[src/rtl/vga_timing_pkg.sv]
// rtl/vga_timing_pkg.sv - VGA 640x480@60 timing constants and frame-buffer address helper
package vga_timing_pkg;
  localparam int H_ACTIVE     = 640;
  localparam int H_FP         = 16;
  localparam int H_SYNC       = 96;
  localparam int H_BP         = 48;
  localparam int H_TOTAL      = H_ACTIVE + H_FP + H_SYNC + H_BP;
  localparam int V_ACTIVE     = 480;
  localparam int V_FP         = 10;
  localparam int V_SYNC       = 2;
  localparam int V_BP         = 33;
  localparam int V_TOTAL      = V_ACTIVE + V_FP + V_SYNC + V_BP;
  localparam int H_SYNC_START = H_ACTIVE + H_FP;
  localparam int H_SYNC_END   = H_SYNC_START + H_SYNC;
  localparam int V_SYNC_START = V_ACTIVE + V_FP;
  localparam int V_SYNC_END   = V_SYNC_START + V_SYNC;
  localparam int IMG_W        = 160;
  localparam int IMG_H        = 120;
  localparam int MAX_ADDR     = IMG_W * IMG_H - 1;
  localparam int PIPE_DEPTH   = 2;

  // row*160 + col without a multiplier
  function automatic logic [14:0] pix_addr(input logic [7:0] row, input logic [7:0] col);
    return ({7'd0, row} << 7) + ({7'd0, row} << 5) + {7'd0, col};
  endfunction
endpackage

[src/rtl/vga_sync_gen.sv]
// rtl/vga_sync_gen.sv - hcnt/vcnt raster counters with raw active, sync and origin flags
module vga_sync_gen #(
  parameter int H_ACTIVE = vga_timing_pkg::H_ACTIVE,
  parameter int H_FP     = vga_timing_pkg::H_FP,
  parameter int H_SYNC   = vga_timing_pkg::H_SYNC,
  parameter int H_BP     = vga_timing_pkg::H_BP,
  parameter int V_ACTIVE = vga_timing_pkg::V_ACTIVE,
  parameter int V_FP     = vga_timing_pkg::V_FP,
  parameter int V_SYNC   = vga_timing_pkg::V_SYNC,
  parameter int V_BP     = vga_timing_pkg::V_BP
) (
  input  logic       clk,
  input  logic       reset,
  output logic [7:0] src_col,
  output logic [7:0] src_row,
  output logic       active,
  output logic       hsync,
  output logic       vsync,
  output logic       origin
);
  import vga_timing_pkg::*;

  localparam logic [9:0] H_LAST   = 10'(H_ACTIVE + H_FP + H_SYNC + H_BP - 1);
  localparam logic [9:0] V_LAST   = 10'(V_ACTIVE + V_FP + V_SYNC + V_BP - 1);
  localparam logic [9:0] H_ACT    = 10'(H_ACTIVE);
  localparam logic [9:0] V_ACT    = 10'(V_ACTIVE);
  localparam logic [9:0] HS_START = 10'(H_ACTIVE + H_FP);
  localparam logic [9:0] HS_END   = 10'(H_ACTIVE + H_FP + H_SYNC);
  localparam logic [9:0] VS_START = 10'(V_ACTIVE + V_FP);
  localparam logic [9:0] VS_END   = 10'(V_ACTIVE + V_FP + V_SYNC);

  logic [9:0] hcnt;
  logic [9:0] vcnt;

  always_ff @(posedge clk or posedge reset) begin
    if (reset) begin
      hcnt <= '0;
      vcnt <= '0;
    end else if (hcnt == H_LAST) begin
      hcnt <= '0;
      vcnt <= (vcnt == V_LAST) ? '0 : vcnt + 10'd1;
    end else begin
      hcnt <= hcnt + 10'd1;
    end
  end

  // 4x replication: each source pixel/row spans four clocks/lines
  assign src_col = hcnt[9:2];
  assign src_row = vcnt[9:2];
  assign active  = (hcnt < H_ACT) && (vcnt < V_ACT);
  assign hsync   = !((hcnt >= HS_START) && (hcnt < HS_END));
  assign vsync   = !((vcnt >= VS_START) && (vcnt < VS_END));
  assign origin  = (hcnt == 10'd0) && (vcnt == 10'd0);
endmodule

[src/rtl/vga_fb_reader.sv]
// rtl/vga_fb_reader.sv - frame-buffer read controller: address generation, 2-stage alignment, colour gating
module vga_fb_reader #(
  parameter int AW       = 15,
  parameter int DW       = 12,
  parameter int IMG_W    = vga_timing_pkg::IMG_W,
  parameter int IMG_H    = vga_timing_pkg::IMG_H,
  parameter int H_ACTIVE = vga_timing_pkg::H_ACTIVE,
  parameter int H_FP     = vga_timing_pkg::H_FP,
  parameter int H_SYNC   = vga_timing_pkg::H_SYNC,
  parameter int H_BP     = vga_timing_pkg::H_BP,
  parameter int V_ACTIVE = vga_timing_pkg::V_ACTIVE,
  parameter int V_FP     = vga_timing_pkg::V_FP,
  parameter int V_SYNC   = vga_timing_pkg::V_SYNC,
  parameter int V_BP     = vga_timing_pkg::V_BP
) (
  input  logic          clk,
  input  logic          reset,
  output logic [AW-1:0] addr_out,
  input  logic [DW-1:0] data_in,
  output logic          vga_hsync,
  output logic          vga_vsync,
  output logic [3:0]    vga_r,
  output logic [3:0]    vga_g,
  output logic [3:0]    vga_b,
  output logic          frame_start
);
  import vga_timing_pkg::*;

  localparam logic [7:0] COL_LIM = 8'(IMG_W);
  localparam logic [7:0] ROW_LIM = 8'(IMG_H);

  logic [7:0] src_col;
  logic [7:0] src_row;
  logic       active;
  logic       hs_raw;
  logic       vs_raw;
  logic       origin;
  logic       in_image;
  logic       show;

  logic [PIPE_DEPTH-1:0] act_pipe;
  logic [PIPE_DEPTH-1:0] hs_pipe;
  logic [PIPE_DEPTH-1:0] vs_pipe;
  logic [PIPE_DEPTH-1:0] org_pipe;

  vga_sync_gen #(
    .H_ACTIVE (H_ACTIVE),
    .H_FP     (H_FP),
    .H_SYNC   (H_SYNC),
    .H_BP     (H_BP),
    .V_ACTIVE (V_ACTIVE),
    .V_FP     (V_FP),
    .V_SYNC   (V_SYNC),
    .V_BP     (V_BP)
  ) u_sync (
    .clk     (clk),
    .reset   (reset),
    .src_col (src_col),
    .src_row (src_row),
    .active  (active),
    .hsync   (hs_raw),
    .vsync   (vs_raw),
    .origin  (origin)
  );

  // Address is parked at 0 outside the image so blanking never reads past MAX_ADDR
  assign in_image = active && (src_col < COL_LIM) && (src_row < ROW_LIM);

  always_ff @(posedge clk or posedge reset) begin
    if (reset) begin
      addr_out <= '0;
      act_pipe <= '0;
      hs_pipe  <= '1;
      vs_pipe  <= '1;
      org_pipe <= '0;
    end else begin
      addr_out <= in_image ? AW'(pix_addr(src_row, src_col)) : '0;
      act_pipe <= {act_pipe[PIPE_DEPTH-2:0], active};
      hs_pipe  <= {hs_pipe[PIPE_DEPTH-2:0], hs_raw};
      vs_pipe  <= {vs_pipe[PIPE_DEPTH-2:0], vs_raw};
      org_pipe <= {org_pipe[PIPE_DEPTH-2:0], origin};
    end
  end

  // Colour is unregistered: data_in already sits at stage 2
  assign show        = act_pipe[PIPE_DEPTH-1];
  assign vga_hsync   = hs_pipe[PIPE_DEPTH-1];
  assign vga_vsync   = vs_pipe[PIPE_DEPTH-1];
  assign frame_start = org_pipe[PIPE_DEPTH-1];
  assign vga_r       = show ? data_in[11:8] : 4'd0;
  assign vga_g       = show ? data_in[7:4]  : 4'd0;
  assign vga_b       = show ? data_in[3:0]  : 4'd0;
endmodule
[config.mk]
export PLATFORM = sky130hd
export DESIGN_NAME = vga_fb_reader
export DESIGN_NICKNAME = d
export VERILOG_FILES = /design/src/rtl/vga_timing_pkg.sv /design/src/rtl/vga_sync_gen.sv /design/src/rtl/vga_fb_reader.sv
export SDC_FILE = /design/constraint.sdc
export NUM_CORES = 1
export LEC_CHECK = 0
export BUFFER_PORTS_ARGS = -buffer_cell sky130_fd_sc_hd__buf_2
export CAP_MARGIN = 20
export CORE_ASPECT_RATIO = 2
export CORE_UTILIZATION = 55
export DETAILED_ROUTE_END_ITERATION = 8
export GPL_ROUTABILITY_DRIVEN = 0
export PLACE_DENSITY = 0.79
export SLEW_MARGIN = 20
export SYNTH_ARGS = -nofsm -noshare
export SYNTH_HDL_FRONTEND = slang
export SYNTH_HIERARCHICAL = 1
export SYNTH_SLANG_ARGS = --single-unit
export TNS_END_PERCENT = 30
[constraint.sdc]
create_clock -name clk -period 2.6 [get_ports clk]
set_input_delay 0.26 -clock clk [delete_from_list [all_inputs] [get_ports clk]]
set_output_delay 0.26 -clock clk [all_outputs]
set_load 0.1 [all_outputs]
==> flow_summary.json <==
{
  "synth_simple_gate_area_share_pct": 23.32,
  "internal_power_w": 0.001069,
  "track_usage_pct": 21.35,
  "die-area_sq_um": 4655,
  "vdd_drop_max_mv": 0.5219,
  "synth_top_area_cell": "dfrtp_1",
  "cts_resized": 0,
  "rsz0062_at_grt": "false",
  "drt_iter0_markers": 19,
  "finalSetupViolations": 0,
  "rows": 33,
  "ios": 44,
  "overflow": 0,
  "grt_pass1_wl_um": 7521,
  "drv_cap": 0,
  "drc": 0,
  "fmax_ghz": 0.4213,
  "worstMarginPinSlew_ns": 0.7910,
  "required_ns": 2.82,
  "post-cts-setup-buffers": 0,
  "final_common_cell": "buf_2",
  "synthAdderAreaFrac_pct": 11.56,
  "pwr-share-seq_pct": 48.1,
  "grt_max_degree": 24,
  "synthesis.nets": 275,
  "clk-insertion-delay-late_ns": 0.29,
  "dr_wl_met3_um": 178,
  "wl_met2_um": 2467,
  "dp_hpwl_um": 3286,
  "drt_wl_total_um": 4457,
  "drt-pass1-iter-count": 4,
  "synth_xor_area_share_pct": 4.373,
  "finClkSkew_ns": 0.001325,
  "via_per_inst": 5.397,
  "clk_pin_slew_worst_paths_ns": 0.08,
  "clkSinkCount": 43,
  "syn_area_sq_um": 2404,
  "synth_compound_area_share_pct": 6.767,
  "muxShareOfSynthArea_pct": 0.8329,
  "avgSynthCellArea_sq_um": 10.01,
  "switching_share_pct": 22.99,
  "synthFlopType": "dfrtp_1",
  "ys_ff_latch": 43,
  "port_buffers": 43,
  "power_frac_comb_pct": 7.9,
  "report.final.slew_viol_count": 0,
  "synth_top_family_by_area": "simple AND/OR/NAND/NOR gates",
  "clk_path_buf_depth": 2,
  "finalHoldWorstSlack_ns": 0.1108,
  "layout_common_cells": "43 x buf_2, 39 x dfrtp_1, 21 x and2_1, 19 x ha_1, 16 x inv_1",
  "vias": 1754,
  "n_antenna_cell": 0,
  "seq_area_frac_synth_pct": 44.98,
  "p_per_area_nw_per_um2": 514.5,
  "synth_cells": 240,
  "tns_ns": 0,
  "die_w_um": 48.75,
  "fin_crit_sh_pct": 91.29,
  "synth-edff-count": 0,
  "ant_nets": 0,
  "yosys-top-cells-area": "dfrtp_1 41%, ha_1 9.9%, and2_1 5.5%",
  "wirelength_met1_um": 1694,
  "relSlewSlack_pct": 47.21,
  "path_class": "reg -> reg",
  "fp.dieH_um": 95.49,
  "post-route-min-period_ns": 2.374,
  "ys_async_sr_fraction_pct": 100.0,
  "top_layer_used": "met4",
  "hold_violations": 0,
  "crit_fanout": 10,
  "outcome": "complete, no violations",
  "syn_to_final_growth_pct": 12.29,
  "hold_path_class": "in -> async",
  "antenna_found_initial": 0,
  "drive_gt1_share_pct": 22.34,
  "switching_power_w": 0.0003193,
  "h-tree-depth": 2,
  "wl_per_cell_um": 13.71,
  "root_buffer": "clkbuf_8",
  "reg2reg_slack_ns": 0.23,
  "p_clk_share_pct": 44.0,
  "initial_core_util_pct": 58.21,
  "ys_types": 39,
  "synth_warnings": 6,
  "cp_data_arrival_time_ns": 2.59,
  "hold_buffers": 0,
  "core_sq_um": 4129,
  "total_power_w": 0.001388,
  "leakagePower_nw": 1.382,
  "fin_nets": 307,
  "crit_path_end_kind": "flop",
  "first_global_vias": 1675,
  "cts_tree": "built",
  "synth_top_area_share_pct": 40.60,
  "critPathLaunchType": "flop",
  "cts_made_buffers": 5
}
==> power groups by stage <==
stage                     sequential, W  combinational (W)  clock [W]
after floorplan                0.000682          0.0000892          0
after global placement         0.000682           0.000110          0
after detailed placement       0.000682           0.000111          0
after CTS                      0.000668           0.000111   0.000622
after global routing           0.000669           0.000114   0.000649
final                          0.000668           0.000109   0.000611
==> kinds of logic after synthesis <==
family / count (synthesis)
flops: 43
compound gates: 25
mux: 2
fa+ha+maj: 21
simple gates: 101
buf+inv: 36
xor+xnor: 12
==> worst paths after layout <==
| check | from | endpoint | cells after the start |
|---|---|---|---|
| max in group asynchronous | reset | addr_out[9] | 2 |
| min in group clk | org_pipe[0] | org_pipe[1] | 0 |
| setup reg to reg | u_sync/vcnt[2] | addr_out[13] | 8 |
| hold reg to reg | org_pipe[0] | org_pipe[1] | 0 |
| setup / recovery | u_sync/vcnt[2] | addr_out[13] | 8 |
| hold / removal | reset | u_sync/hcnt[6] | 2 |
==> cell type report <==
| class | count | area, sq um |
|---|---|---|
| Timing Repair Buffer | 45 | 230.2 |
| Clock inverter | 3 | 67.56 |
| Multi-Input combinational cell | 161 | 1126 |
| Sequential cell | 43 | 1081 |
| Clock buffer | 5 | 68.82 |
| Fill cell | 355 | 1430 |
| Tap cell | 52 | 65.06 |
| Inverter | 16 | 60.06 |
==> synthesized netlist by cell type, types with 3 or more instances <==
library cell	instances
dfrtp_1	39
and2_1	21
ha_1	19
buf_4	16
inv_1	16
nand2_1	15
nor2_1	15
nand3_1	13
o21ai_0	9
and3_1	7
nand4_1	6
nor3_1	6
xnor2_1	6
xor2_1	6
dfstp_2	4
a21oi_1	3
clkbuf_1	3
nor4_1	3
o31a_1	3
or4_1	3
==> worst max-delay path, stage by stage (launching register included) <==
cell and delay, ns:
dfrtp_1 0.50, inv_1 0.10, fa_1 0.57, inv_1 0.06, ha_1 0.29, a21oi_1 0.31
o2111ai_1 0.17, o21ai_0 0.12, mux2i_1 0.20
==> layer usage <==
metal  global-route usage [%]  vias to the layer above
li1                         -                      867
met5                        0                        -
met4                    10.54                        0
met3                    4.147                       10
met2                    41.09                       54
met1                    21.28                      823
==> state kept, by name, indices dropped and copies added, names as in the netlist <==
signal,cells
vs_pipe,2
u_sync/vcnt,10
addr_out,15
u_sync/hcnt,10
act_pipe,2
hs_pipe,2
org_pipe,2
==> metrics by stage <==
stage / setup WS [ns] / cells / cell area (sq um) / util [%]
final: 0.2264 / 325 / 2699 / 65.36
after global routing: 0.01535 / 325 / 2699 / 65.36
after CTS: 0.2317 / 325 / 2699 / 65.36
after detailed placement: 0.2563 / 317 / 2562 / 62.06
after global placement: 0.3183 / 317 / 2562 / 62.06
after floorplan: 0.3365 / 240 / 2404 / -
No activity file was read; power rests on OpenSTA's default activity.
